[src/rtl/sdram_pkg.sv]
`default_nettype none
// ============================================================================
// Package  : sdram_pkg
// Desc     : Slot phases, client indices and command encodings shared by the
//            SDRAM controller and its upstream arbiter.
// Revision : 1.0 - initial release
// ============================================================================
package sdram_pkg;

  // Slot phases as seen by the arbiter
  localparam logic [2:0] PH_GRANT = 3'd7;
  localparam logic [2:0] PH_ACK   = 3'd6;

  // Controller-side phases: ACTIVE at ph0, READ/WRITE at ph2, dout valid after ph5
  localparam logic [2:0] PH_CMD_ACT = 3'd0;
  localparam logic [2:0] PH_CMD_RW  = 3'd2;
  localparam logic [2:0] PH_DOUT    = 3'd5;

  // {cs_n, ras_n, cas_n, we_n}
  localparam logic [3:0] CMD_LOAD_MODE    = 4'b0000;
  localparam logic [3:0] CMD_AUTO_REFRESH = 4'b0001;
  localparam logic [3:0] CMD_PRECHARGE    = 4'b0010;
  localparam logic [3:0] CMD_ACTIVE       = 4'b0011;
  localparam logic [3:0] CMD_WRITE        = 4'b0100;
  localparam logic [3:0] CMD_READ         = 4'b0101;
  localparam logic [3:0] CMD_NOP          = 4'b0111;

  typedef enum logic [1:0] {
    CLI_NONE = 2'd0,
    CLI_VID  = 2'd1,
    CLI_CPU  = 2'd2,
    CLI_DMA  = 2'd3
  } client_e;

  // Fixed priority: video > CPU > DMA
  function automatic client_e pick_client(input logic vid, input logic cpu, input logic dma);
    client_e sel;
    sel = CLI_NONE;
    if (vid)
      sel = CLI_VID;
    else if (cpu)
      sel = CLI_CPU;
    else if (dma)
      sel = CLI_DMA;
    return sel;
  endfunction

endpackage
`default_nettype wire

[src/rtl/sdram_slot_phase.sv]
`default_nettype none
// ============================================================================
// Module   : sdram_slot_phase
// Desc     : 3-bit slot phase counter aligned to the 8 MHz chipset clock;
//            identical to the controller's own slot counter.
// Revision : 1.0 - initial release
// ============================================================================
module sdram_slot_phase
  import sdram_pkg::*;
(
  input  logic       clk_64,
  input  logic       reset,
  input  logic       clk_8,
  output logic [2:0] ph,
  output logic       slot_end
);

  logic [2:0] r_ph;
  logic       w_advance;

  // ph7 waits for clk_8 low and ph0 for clk_8 high, locking slot start to clk_8 rising
  always_comb begin
    w_advance = 1'b1;
    if (r_ph == 3'd7)
      w_advance = ~clk_8;
    else if (r_ph == 3'd0)
      w_advance = clk_8;
  end

  always_ff @(posedge clk_64) begin
    if (reset)
      r_ph <= 3'd0;
    else if (w_advance)
      r_ph <= r_ph + 3'd1;
  end

  assign ph       = r_ph;
  assign slot_end = (r_ph == PH_GRANT) && w_advance;

endmodule
`default_nettype wire

[src/rtl/sdram_arbiter.sv]
`default_nettype none
// ============================================================================
// Module   : sdram_arbiter
// Desc     : Fixed-priority (video > CPU > DMA) one-access-per-slot arbiter in
//            front of the 64 MHz SDRAM controller. Optional macro
//            SDRAM_ARB_REFRESH_SLOT_EN forces periodic idle (refresh) slots.
// Revision : 1.0 - initial release
// ============================================================================
module sdram_arbiter
  import sdram_pkg::*;
#(
  parameter int AW               = 24,
  parameter int REFRESH_INTERVAL = 8
) (
  input  logic          clk_64,
  input  logic          reset,
  input  logic          clk_8,
  input  logic          vid_req,
  input  logic [AW-1:0] vid_addr,
  output logic          vid_ack,
  input  logic          cpu_req,
  input  logic          cpu_we,
  input  logic [AW-1:0] cpu_addr,
  input  logic [1:0]    cpu_ds,
  input  logic [15:0]   cpu_wdata,
  output logic          cpu_ack,
  input  logic          dma_req,
  input  logic          dma_we,
  input  logic [AW-1:0] dma_addr,
  input  logic [1:0]    dma_ds,
  input  logic [15:0]   dma_wdata,
  output logic          dma_ack,
  output logic [15:0]   rdata,
  output logic          mem_oe,
  output logic          mem_we,
  output logic [AW-1:0] mem_addr,
  output logic [1:0]    mem_ds,
  output logic [15:0]   mem_din,
  input  logic [15:0]   mem_dout
);

  localparam logic [2:0] c_PH_ACK_ARM = PH_ACK - 3'd1;

  logic [2:0]    w_ph;
  logic          w_slot_end;
  client_e       w_pick;
  client_e       w_sel;
  client_e       r_grant;
  client_e       w_grant_nxt;
  logic          r_mem_oe, w_mem_oe_nxt;
  logic          r_mem_we, w_mem_we_nxt;
  logic [AW-1:0] r_mem_addr, w_mem_addr_nxt;
  logic [1:0]    r_mem_ds, w_mem_ds_nxt;
  logic [15:0]   r_mem_din, w_mem_din_nxt;
  logic          r_vid_ack, r_cpu_ack, r_dma_ack;
  logic          w_ack_any;

  sdram_slot_phase u_slot_phase (
    .clk_64   (clk_64),
    .reset    (reset),
    .clk_8    (clk_8),
    .ph       (w_ph),
    .slot_end (w_slot_end)
  );

  assign w_pick = pick_client(vid_req, cpu_req, dma_req);

`ifdef SDRAM_ARB_REFRESH_SLOT_EN
  localparam int                c_SLOT_W    = (REFRESH_INTERVAL > 1) ? $clog2(REFRESH_INTERVAL) : 1;
  localparam logic [c_SLOT_W-1:0] c_SLOT_LAST = c_SLOT_W'(REFRESH_INTERVAL - 1);

  logic [c_SLOT_W-1:0] r_slot_cnt;
  logic                w_force_idle;

  assign w_force_idle = (r_slot_cnt == c_SLOT_LAST);
  assign w_sel        = w_force_idle ? CLI_NONE : w_pick;

  // Any idle slot, forced or natural, already refreshed, so restart the count
  always_ff @(posedge clk_64) begin
    if (reset)
      r_slot_cnt <= '0;
    else if (w_slot_end) begin
      if (w_sel == CLI_NONE)
        r_slot_cnt <= '0;
      else
        r_slot_cnt <= r_slot_cnt + c_SLOT_W'(1);
    end
  end
`else
  assign w_sel = w_pick;
`endif

  always_comb begin
    w_grant_nxt    = r_grant;
    w_mem_oe_nxt   = r_mem_oe;
    w_mem_we_nxt   = r_mem_we;
    w_mem_addr_nxt = r_mem_addr;
    w_mem_ds_nxt   = r_mem_ds;
    w_mem_din_nxt  = r_mem_din;
    if (w_slot_end) begin
      w_grant_nxt    = w_sel;
      w_mem_oe_nxt   = 1'b0;
      w_mem_we_nxt   = 1'b0;
      w_mem_addr_nxt = '0;
      w_mem_ds_nxt   = 2'b00;
      w_mem_din_nxt  = '0;
      case (w_sel)
        CLI_VID: begin
          w_mem_oe_nxt   = 1'b1;
          w_mem_addr_nxt = vid_addr;
          w_mem_ds_nxt   = 2'b11;
        end
        CLI_CPU: begin
          w_mem_oe_nxt   = ~cpu_we;
          w_mem_we_nxt   = cpu_we;
          w_mem_addr_nxt = cpu_addr;
          w_mem_ds_nxt   = cpu_we ? cpu_ds : 2'b11;
          w_mem_din_nxt  = cpu_we ? cpu_wdata : 16'h0000;
        end
        CLI_DMA: begin
          w_mem_oe_nxt   = ~dma_we;
          w_mem_we_nxt   = dma_we;
          w_mem_addr_nxt = dma_addr;
          w_mem_ds_nxt   = dma_we ? dma_ds : 2'b11;
          w_mem_din_nxt  = dma_we ? dma_wdata : 16'h0000;
        end
        default: ;
      endcase
    end
  end

  always_ff @(posedge clk_64) begin
    if (reset) begin
      r_grant    <= CLI_NONE;
      r_mem_oe   <= 1'b0;
      r_mem_we   <= 1'b0;
      r_mem_addr <= '0;
      r_mem_ds   <= 2'b00;
      r_mem_din  <= '0;
    end else begin
      r_grant    <= w_grant_nxt;
      r_mem_oe   <= w_mem_oe_nxt;
      r_mem_we   <= w_mem_we_nxt;
      r_mem_addr <= w_mem_addr_nxt;
      r_mem_ds   <= w_mem_ds_nxt;
      r_mem_din  <= w_mem_din_nxt;
    end
  end

  // ph5 always advances, so each ack is a single-cycle pulse during ph6
  always_ff @(posedge clk_64) begin
    if (reset) begin
      r_vid_ack <= 1'b0;
      r_cpu_ack <= 1'b0;
      r_dma_ack <= 1'b0;
    end else begin
      r_vid_ack <= (w_ph == c_PH_ACK_ARM) && (r_grant == CLI_VID);
      r_cpu_ack <= (w_ph == c_PH_ACK_ARM) && (r_grant == CLI_CPU);
      r_dma_ack <= (w_ph == c_PH_ACK_ARM) && (r_grant == CLI_DMA);
    end
  end

  // Controller dout settles on the same edge that raises ack, so pass it through
  assign w_ack_any = r_vid_ack | r_cpu_ack | r_dma_ack;
  assign rdata     = w_ack_any ? mem_dout : 16'h0000;

  assign vid_ack  = r_vid_ack;
  assign cpu_ack  = r_cpu_ack;
  assign dma_ack  = r_dma_ack;
  assign mem_oe   = r_mem_oe;
  assign mem_we   = r_mem_we;
  assign mem_addr = r_mem_addr;
  assign mem_ds   = r_mem_ds;
  assign mem_din  = r_mem_din;

endmodule
`default_nettype wire

[config.mk]
export PLATFORM = sky130hd
export DESIGN_NAME = sdram_arbiter
export DESIGN_NICKNAME = d
export VERILOG_FILES = /design/src/rtl/sdram_pkg.sv /design/src/rtl/sdram_slot_phase.sv /design/src/rtl/sdram_arbiter.sv
export SDC_FILE = /design/constraint.sdc
export NUM_CORES = 1
export LEC_CHECK = 0
export ABC_AREA = 1
export CORE_MARGIN = 2
export CORE_UTILIZATION = 40
export CTS_BUF_LIST = sky130_fd_sc_hd__clkbuf_2
export CTS_CLUSTER_SIZE = 30
export DETAILED_ROUTE_END_ITERATION = 7
export HOLD_SLACK_MARGIN = 0.08
export PLACE_DENSITY = 0.95
export SYNTH_ARGS = -nofsm -noshare
export SYNTH_HDL_FRONTEND = slang
export SYNTH_SLANG_ARGS = --single-unit
export TNS_END_PERCENT = 20
[constraint.sdc]
create_clock -name clk_64 -period 2.4 [get_ports clk_64]
set_input_delay 0.6 -clock clk_64 [delete_from_list [all_inputs] [get_ports clk_64]]
set_output_delay 0.6 -clock clk_64 [all_outputs]
set_load 0.01 [all_outputs]
==> parameters.txt, run 1 <==
Parameter                              Value

Die
  Number of placed I/O pins    roughly 200
  Horizontal die dimension    90.4 um
  Die footprint    a little over 8000 um2
  Core area    between 7000 and 8000 um2
  Number of placement rows    31
  Initial cell density of the core    about two fifths
  Die Height    90.4 um

Place
  Hpwl dp    8150 um
  # port buffers    194
  Placer congestion estimate    0.859
  Minimum setup slack after placement    -33.7 ps

Finish
  Number of antenna diodes    0
  Layout cell share with drive strength beyond 1    4.51%
  Area taken by multi-input logic gates    1530 um2
  Layout area overhead    71.7%
  Filler cell count    572
  Area taken by flip-flops and latches    approximately 1000 um2
  # nets final    844

Pwr
  Leak    2.69 nW
  Pwr/cell area    between 300 and 400 nW/um2
  Worst ir drop on vdd    0.189 mV

Route
  Total routed wire length on the met1 layer    3960 um
  Total length of routed wires    10500 um
  Number of detailed-route iterations in the first pass    5
  Wire length on met2    5270 um
  Total met3 wirelength after detailed routing    935 um
  Starting DRC count in detailed routing    143
  Residual antenna-violating net count after detailed routing    0
  Average detailed-routed wire length per instance    13.0 um
  Remaining DRCs    0
  Mean number of vias per cell    4.72
  Highest signal layer in the routed design    met4
  Via Count    3815

Global route
  Maximum number of pins on one net before global-route repair    36
  First-pass GRT wire length    about 17000 um
  Total congestion overflow after global routing    0
  Vias in the first global route    3691
  Number of antenna violations at the first check in global routing    0
  Total global routing track utilization    25.2%

Timing
  Max Clock Skew    21.7 ps
  Period utilization    just under 100%
  Total negative slack    0 ps
  Worst slew margin    61.2%
  Worst Hold Slack    438 ps
  Final hold violations    0
  Max Slew Vio Count    0
  Max Clock Freq    425 MHz
  Final setup violating endpoints    0
  Period minus WS final    2350 ps
  Final worst-path setup slack    45.5 ps
  Slew at the pin closest to its max-slew limit    582 ps

Yosys
  Cell taking the most area after synthesis    sky130_fd_sc_hd__dfxtp_1
  Synth top area cells    sky130_fd_sc_hd__dfxtp_1, sky130_fd_sc_hd__nand2_1, sky130_fd_sc_hd__inv_1
  Share of Yosys cell area claimed by the top area cell type    34.9%
  EDFF count, synth    0
  Post-Syn Instances    ~520
  Mean instance size in the synthesized netlist    5.76 um2
  Proportion of register bits with asynchronous set or reset after synthesis    0%
  Cell variety after synth    21
  Count of yosys warnings during synthesis    0
  Post-synthesis register bit count    52
  Post-synth top cells    sky130_fd_sc_hd__nand2_1, sky130_fd_sc_hd__inv_1, sky130_fd_sc_hd__nor2_1
  Number of nets in the synthesized netlist    ~650
  Leading register cell type out of synthesis    sky130_fd_sc_hd__dfxtp_1
  Most used standard cell by instance count after synthesis    sky130_fd_sc_hd__nand2_1
  Netlist area before placement    2980 um2
  Sequential element share of the synthesized area    between 30% and 40%

Clock network
  Clk sinks    52
  CTS max path bufs    2
  # hold bufs at CTS    0
  Cts bufs inserted    5
  Master cell of the clock root buffer    sky130_fd_sc_hd__clkbuf_2
  # H-tree levels    2
  Insertion delay to the later sink of the worst-skew pair    430 ps
  Clock-pin slew reported for the worst setup and hold paths after clock tree synthesis    roughly 250 ps
  CTS tree    built

Job
  MaxCap Viol Count    0

Setup path
  Worst Setup End Kind    output port
  Biggest fanout along the worst timing path    1
  Startpoint type of the worst setup path    input pin
  Path type of the worst setup path    in -> out
  Data required, critical path    1800 ps
  Arrival time of the worst setup path    1750 ps

Min path
  Worst min-delay path category    reg -> reg

Status
  Run status    completed
## cells in the final DEF (no fill, tap or decap), types with 2 or more instances in the layout
cell type                         instances
sky130_fd_sc_hd__buf_4                   15
sky130_fd_sc_hd__clkdlybuf4s50_1        180
sky130_fd_sc_hd__clkinv_1                 2
sky130_fd_sc_hd__dfxtp_1                 50
sky130_fd_sc_hd__o21ai_0                  9
sky130_fd_sc_hd__ha_1                     4
sky130_fd_sc_hd__nor3_1                   2
sky130_fd_sc_hd__inv_1                   77
sky130_fd_sc_hd__a21oi_1                 38
sky130_fd_sc_hd__nand2_1                201
sky130_fd_sc_hd__nor2_1                  68
sky130_fd_sc_hd__clkinv_2                 2
sky130_fd_sc_hd__clkbuf_2                 5
sky130_fd_sc_hd__nand3_1                 29
sky130_fd_sc_hd__inv_2                    2
sky130_fd_sc_hd__nor2_2                   2
sky130_fd_sc_hd__nor2_4                   2
sky130_fd_sc_hd__dlymetal6s2s_1          13
sky130_fd_sc_hd__dfxtp_2                  2
## worst max-delay path, cell delays in order
cell and delay [ps]:
sky130_fd_sc_hd__clkdlybuf4s50_1 490, sky130_fd_sc_hd__inv_1 40, sky130_fd_sc_hd__nor2_1 90, sky130_fd_sc_hd__clkdlybuf4s50_1 530
## layout make-up
| type | count | area share [%] |
|---|---|---|
| multi-input combinational | 360 | 29.9 |
| inverter | 80 | 5.86 |
| sequential | 52 | 20.4 |
| clock buffer | 5 | 0.488 |
| timing repair buffer | 209 | 40.7 |
| tap | 99 | 2.42 |
| clock inverter | 3 | 0.269 |
## cell families after synthesis
| kind of cell | count (synthesis) | synth area share [%] |
|---|---|---|
| AND/OR/NAND/NOR | 307 | 40.8 |
| adder cells (fa/ha/maj) | 4 | 1.68 |
| flip-flops | 52 | 34.9 |
| buffers and inverters | 106 | 14.2 |
| AO/OA/AOI/OAI | 49 | 8.39 |
## layer usage
layer	vias to the layer above	global-route usage, %
met3	28	7.35
li1	1921	-
met4	0	8.85
met2	185	46.8
met5	-	0
met1	1681	27.0
## through the flow
stage               util (%)  total power, mW  area (um2)  std cells
floorplan                  -             1.09        2980        518
global placement        69.3             1.34        5020        798
detailed placement      69.3             1.36        5020        798
CTS                     69.8             1.69        5060        806
global route            70.7             1.77        5120        808
finish                  70.7             1.68        5120        808
## power by group
part / internal (mW) / switching [mW] / total, mW
combinational: 0.264 / 0.188 / 0.453
sequential: 0.882 / 0.0116 / 0.893
clock: 0.0655 / 0.266 / 0.331
total: 1.21 / 0.466 / 1.68
## flip-flops by register name (all words and copies together), names as in the netlist
register	cells
cpu_ack	1
dma_ack	1
mem_addr	24
mem_din	16
mem_ds	2
mem_oe	1
mem_we	1
r_grant	2
u_slot_phase.ph	3
vid_ack	1
## what timing repair did
item,in CTS,in global routing
cloned,0,1
gates resized for setup,2,21
setup buffers,0,1
setup endpoints to repair,1,15
## worst paths after layout
| path | slack [ps] | depth (start not counted) | to | start |
|---|---|---|---|---|
| worst max-delay path | 50 | 4 | rdata[4] | mem_dout[4] |
| worst min-delay path | 440 | 1 | cpu_ack | r_grant[0] |
| worst max register to register | 430 | 8 | mem_addr[21] | u_slot_phase.ph[0] |
| worst min register to register | 440 | 1 | cpu_ack | r_grant[0] |
No activity file was read; power rests on OpenSTA's default activity.
==> run 2: changes to the inputs <==
CORE_MARGIN = default   (was 2)
TNS_END_PERCENT = default   (was 20)
==> run 2 against run 1 <==
Against the previous run: flip-flop and latch count unchanged; routed wire length down 5.8%; hold slack better by 32 ps; maximum frequency grew 1.4%; critical path type is now reg -> out.
==> parameters.txt, run 2 (same netlist as run 1, synthesis figures left out) <==
Parameter                              Value

Min path
  Worst min-delay path category    reg -> reg
  Worst hold path depth    1

Die
  Core area    7210 um2
  Horizontal die dimension    88.4 um
  Number of placement rows    31
  Die footprint    between 7000 and 8000 um2
  Initial cell density of the core    41.4%
  Number of placed I/O pins    195
  Die Height    slightly below 90 um

Route
  Mean number of vias per cell    roughly 4.6
  Number of detailed-route iterations in the first pass    4
  Average detailed-routed wire length per instance    12.1 um
  Starting DRC count in detailed routing    98
  Total length of routed wires    between 9000 and 10000 um
  Remaining DRCs    0
  Residual antenna-violating net count after detailed routing    0
  Via Count    3749

Setup path
  Arrival time of the worst setup path    1720 ps
  CP max stage cell    sky130_fd_sc_hd__dfxtp_2
  Number of gates on the worst path with buffers counted    5
  CP Buf/Inv Count    3
  Worst reg2reg path depth    8
  Biggest fanout along the worst timing path    5
  Cell family with the largest share of critical-path delay    buffers and inverters
  Largest stage delay on the critical path    just over 400 ps
  Crit-path cells    nor3_4, buf_6, buf_4, nor2_1, dlygate4sd2_1
  Path type of the worst setup path    reg -> out
  Data required, critical path    about 1800 ps
  Startpoint type of the worst setup path    flop
  Worst Setup End Kind    output port

Finish
  Layout area overhead    73.0%
  Filler cell count    between 500 and 600
  # nets final    849
  Number of flip-flops in the largest register    24
  Layout cell share with drive strength beyond 1    5.18%
  Most frequent standard cell in the layout excluding fill and tap cells    sky130_fd_sc_hd__nand2_1
  Most frequent cells in the layout    sky130_fd_sc_hd__nand2_1, sky130_fd_sc_hd__clkdlybuf4s50_1, sky130_fd_sc_hd__inv_1, sky130_fd_sc_hd__nor2_1, sky130_fd_sc_hd__dfxtp_1
  Number of antenna diodes    0

Global route
  Total global routing track utilization    24.2%
  First-pass GRT wire length    14900 um
  Vias in the first global route    roughly 3600
  Number of antenna violations at the first check in global routing    0
  Maximum number of pins on one net before global-route repair    34
  Total congestion overflow after global routing    0

Clock network
  Clk sinks    52
  # H-tree levels    2
  Cts bufs inserted    5
  Clock-pin slew reported for the worst setup and hold paths after clock tree synthesis    about 330 ps
  CTS tree    built
  Master cell of the clock root buffer    sky130_fd_sc_hd__clkbuf_2
  Insertion delay to the later sink of the worst-skew pair    470 ps
  CTS max path bufs    2

Timing
  Final hold violations    0
  Worst slew margin    66.3%
  Max Clock Freq    431 MHz
  Period minus WS final    2320 ps
  Max Slew Vio Count    0
  Max Clock Skew    41.6 ps
  Slew at the pin closest to its max-slew limit    between 500 and 600 ps
  Final setup violating endpoints    0
  RSZ-0062 raised after global routing    no
  Final worst-path setup slack    78.3 ps
  Period utilization    96.7%
  Total negative slack    0 ps

Place
  Placer congestion estimate    0.811
  # port buffers    194
  Hpwl dp    7490 um
  Minimum setup slack after placement    25.4 ps

Pwr
  Leak    2.56 nW
  NetSw    516 uW
  Pwr/cell area    340 nW/um2
  Net Sw Frac    29.4%
  Clk pwr share    23.6%
  Worst ir drop on vdd    between 0.2 and 0.3 mV
  Reg power frac    50.9%
  Internal power component    1.24 mW
  Overall Power    1.76 mW
  Combinational group share of total power    25.5%

Status
  Run status    completed

Job
  MaxCap Viol Count    0
[run 2: layer usage]
layer	share of wire [%]	GRT usage [%]	vias to the layer above
met2	50	45.5	141
li1	-	-	1928
met1	40	26.0	1662
met3	7.7	5.97	18
met5	0	0	-
met4	2.0	9.38	0
[run 2: what timing repair did]
| action | in CTS | in global routing |
|---|---|---|
| hold buffers | 0 | 0 |
| resized for setup | 22 | 4 |
| gates cloned | 1 | 0 |
| setup buffers | 5 | 0 |
| pin swaps | 1 | 1 |
| setup endpoints to repair | 16 | 5 |
| endpoints found under the hold margin | 0 | 0 |
[run 2: worst paths after layout]
check                                         from            to  slack (ps)
worst min register to register          r_grant[1]       vid_ack         470
worst min-delay path                    r_grant[1]       vid_ack         470
worst max-delay path                       cpu_ack     rdata[15]          80
worst max register to register  u_slot_phase.ph[0]  mem_addr[14]         530
[run 2: power groups by stage]
stage	Clock [mW]	Sequential [mW]	Combinational, mW
finish	0.414	0.894	0.448
global route	0.460	0.897	0.498
CTS	0.425	0.894	0.448
detailed placement	0	0.909	0.445
global placement	0	0.907	0.433
floorplan	0	0.907	0.179
[run 2: area by class of cell]
cell class | count | area [um2] | share of cell area (%)
timing repair buffer | 214 | 2110 | 40.9
clock buffer | 5 | 25.0 | 0.485
clock inverter | 3 | 28.8 | 0.557
inverter | 80 | 300 | 5.82
sequential | 52 | 1040 | 20.2
tap | 99 | 124 | 2.40
multi-input combinational | 360 | 1530 | 29.6
[run 2: stage by stage]
step	hold WS [ps]	cells	cell area [um2]	util, %
after floorplan	400	518	2980	-
after detailed placement	414	799	5060	70.1
final	470	813	5160	71.6
after global routing	486	813	5160	71.6
after CTS	456	813	5160	71.5
after global placement	407	799	5060	70.1
==> run 3: changes to the inputs <==
ABC_CLOCK_PERIOD_IN_PS = 2400   (was default)
CORE_MARGIN = 4   (was default)
==> run 3 against run 2 <==
Against the previous run: clock power shrank 21%; combinational power is 2% higher; sequential share of layout area increased by 0.18 points; utilization is 0.92 points lower; register-to-register slack improved by 110 ps; final area fell by 0.75%; sequential power about the same; flip-flop and latch count stayed put; critical endpoint is now rdata[7].
==> parameters.txt, run 3 (same netlist as run 1, synthesis figures left out) <==
Parameter                              Value

Route
  Number of detailed-route iterations in the first pass    5
  Via Count    3862
  Remaining DRCs    0
  Starting DRC count in detailed routing    roughly 160
  Mean number of vias per cell    4.79
  Residual antenna-violating net count after detailed routing    0
  Average detailed-routed wire length per instance    13.5 um
  Total length of routed wires    10900 um

Die
  Number of placed I/O pins    about 200
  Number of placement rows    31
  Initial cell density of the core    between 40% and 50%
  Horizontal die dimension    roughly 94 um
  Core area    7250 um2
  Die Height    94.4 um
  Die footprint    8910 um2

Setup path
  Register-to-register setup slack    640 ps
  Worst reg2reg path depth    8
  Worst Setup End Kind    output port
  Path type of the worst setup path    in -> out
  Startpoint type of the worst setup path    input pin
  Capturing point of the worst reg2reg path    mem_addr[21]
  Start of the worst register-to-register path    u_slot_phase.ph[0]
  Data required, critical path    1800 ps
  Biggest fanout along the worst timing path    1
  Arrival time of the worst setup path    1780 ps

Timing
  Max Slew Vio Count    0
  Worst slew margin    65.7%
  Final hold violations    0
  Period minus WS final    ~2400 ps
  Max Clock Skew    19.7 ps
  Slew at the pin closest to its max-slew limit    509 ps
  Max Clock Freq    between 400 and 500 MHz
  Final setup violating endpoints    0
  Worst Hold Slack    436 ps
  RSZ-0062 raised after global routing    yes
  Period utilization    99.1%

Finish
  Layout area overhead    71.7%
  Number of antenna diodes    0
  Post-layout instance area    5120 um2
  Most frequent standard cell in the layout excluding fill and tap cells    sky130_fd_sc_hd__nand2_1
  Filler cell count    575
  Number of flip-flops in the largest register    24
  Number of standard cells in the final layout excluding fillers    807
  Layout cell share with drive strength beyond 1    between 4 and 5%
  Most frequent cells in the layout    sky130_fd_sc_hd__nand2_1, sky130_fd_sc_hd__clkdlybuf4s50_1, sky130_fd_sc_hd__inv_1, sky130_fd_sc_hd__nor2_1, sky130_fd_sc_hd__dfxtp_1
  # nets final    844

Clock network
  Insertion delay to the later sink of the worst-skew pair    410 ps
  # H-tree levels    2
  Clock-pin slew reported for the worst setup and hold paths after clock tree synthesis    240 ps
  CTS max path bufs    2
  Master cell of the clock root buffer    sky130_fd_sc_hd__clkbuf_2
  CTS tree    built
  Clk sinks    52
  Cts bufs inserted    5

Pwr
  Reg power frac    53.2%
  Leak    2.52 nW
  NetSw    460 uW
  Combinational group share of total power    between 20% and 30%
  Internal power component    around 1.2 mW
  Worst ir drop on vdd    0.219 mV
  Pwr/cell area    roughly 330 nW/um2
  Clk pwr share    19.5%
  Net Sw Frac    27.4%

Global route
  Vias in the first global route    3702
  Maximum number of pins on one net before global-route repair    34
  Total global routing track utilization    23.5%
  First-pass GRT wire length    around 17000 um
  Number of antenna violations at the first check in global routing    0
  Total congestion overflow after global routing    0

Place
  Hpwl dp    roughly 8600 um
  Placer congestion estimate    0.842
  # port buffers    194
  Cell total after placement    797
  Placed instance area    5040 um2

Job
  MaxCap Viol Count    0

Status
  Run status    completed

Min path
  Critical hold path startpoint    r_grant[1]
  Hold endpoint    vid_ack
  Worst hold path depth    1
  Worst min-delay path category    reg -> reg
run 3: cell count changes in the layout (fill, tap and decap cells not counted), sizes merged:
cell | previous run | this run
buf | 20 | 15
clkdlybuf4s50 | 178 | 190
dlymetal6s2s | 1 | 4
dlygate4sd2 | 13 | 0
clkdlybuf4s15 | 2 | 0
clkinv | 1 | 2
inv | 82 | 79
clkbuf | 5 | 6
run 3: worst max path at each step:
stage | startpoint | endpoint | slack, ps | cells past startpoint
finish | mem_dout[7] | rdata[7] | 20 | 4
global route | cpu_ack | rdata[7] | -50 | 4
CTS | cpu_ack | rdata[0] | 20 | 4
detailed placement | mem_dout[8] | rdata[8] | 30 | 4
global placement | mem_dout[2] | rdata[2] | 50 | 4
floorplan | cpu_ack | rdata[10] | 660 | 3
run 3: cell type report:
| class | count | area (um2) | area share, % |
|---|---|---|---|
| tap | 99 | 124 | 2.42 |
| inverter | 80 | 300 | 5.86 |
| timing repair buffer | 209 | 2090 | 40.8 |
| clock inverter | 1 | 5.00 | 0.0977 |
| clock buffer | 6 | 30.0 | 0.586 |
| sequential | 52 | 1040 | 20.4 |
| multi-input combinational | 360 | 1530 | 29.9 |
run 3: metal layers:
metal | wire length (um) | up-vias | global-route usage [%] | share of wire (%)
met3 | 1240 | 20 | 7.73 | 11
met4 | 210 | 0 | 7.58 | 1.9
li1 | - | 1919 | - | -
met5 | 0 | - | 0 | 0
met1 | 3680 | 1743 | 23.2 | 34
met2 | 5800 | 180 | 45.7 | 53
run 3: power by group through the flow:
| stage | logic, mW | clock network, mW | registers, mW |
|---|---|---|---|
| 3_3_place_gp | 0.438 | 0 | 0.907 |
| 4_1_cts | 0.458 | 0.340 | 0.892 |
| 6_report | 0.458 | 0.328 | 0.893 |
| 3_5_place_dp | 0.455 | 0 | 0.909 |
| 2_1_floorplan | 0.179 | 0 | 0.907 |
| 5_1_grt | 0.508 | 0.376 | 0.895 |
run 3: critical path: stages:
cell and delay (ps):
sky130_fd_sc_hd__clkdlybuf4s50_1 450, sky130_fd_sc_hd__inv_1 40, sky130_fd_sc_hd__nor2_1 130, sky130_fd_sc_hd__clkdlybuf4s50_1 560
run 3: metrics by stage:
| stage | total power [mW] | TNS, ps | worst slack, ps | utilization [%] |
|---|---|---|---|---|
| floorplan | 1.09 | 0 | 659 | - |
| global placement | 1.34 | 0 | 47.3 | 69.5 |
| detailed placement | 1.36 | 0 | 28.2 | 69.5 |
| CTS | 1.69 | 0 | 18.5 | 70.0 |
| global route | 1.78 | -430 | -49.2 | 70.6 |
| finish | 1.68 | 0 | 21.8 | 70.6 |
run 3: what timing repair did:
item / 4_1_cts / 5_1_grt
setup buffers: 0 / 2
setup endpoints to repair: 0 / 16
resized for setup: 0 / 13
hold buffers: 0 / 0
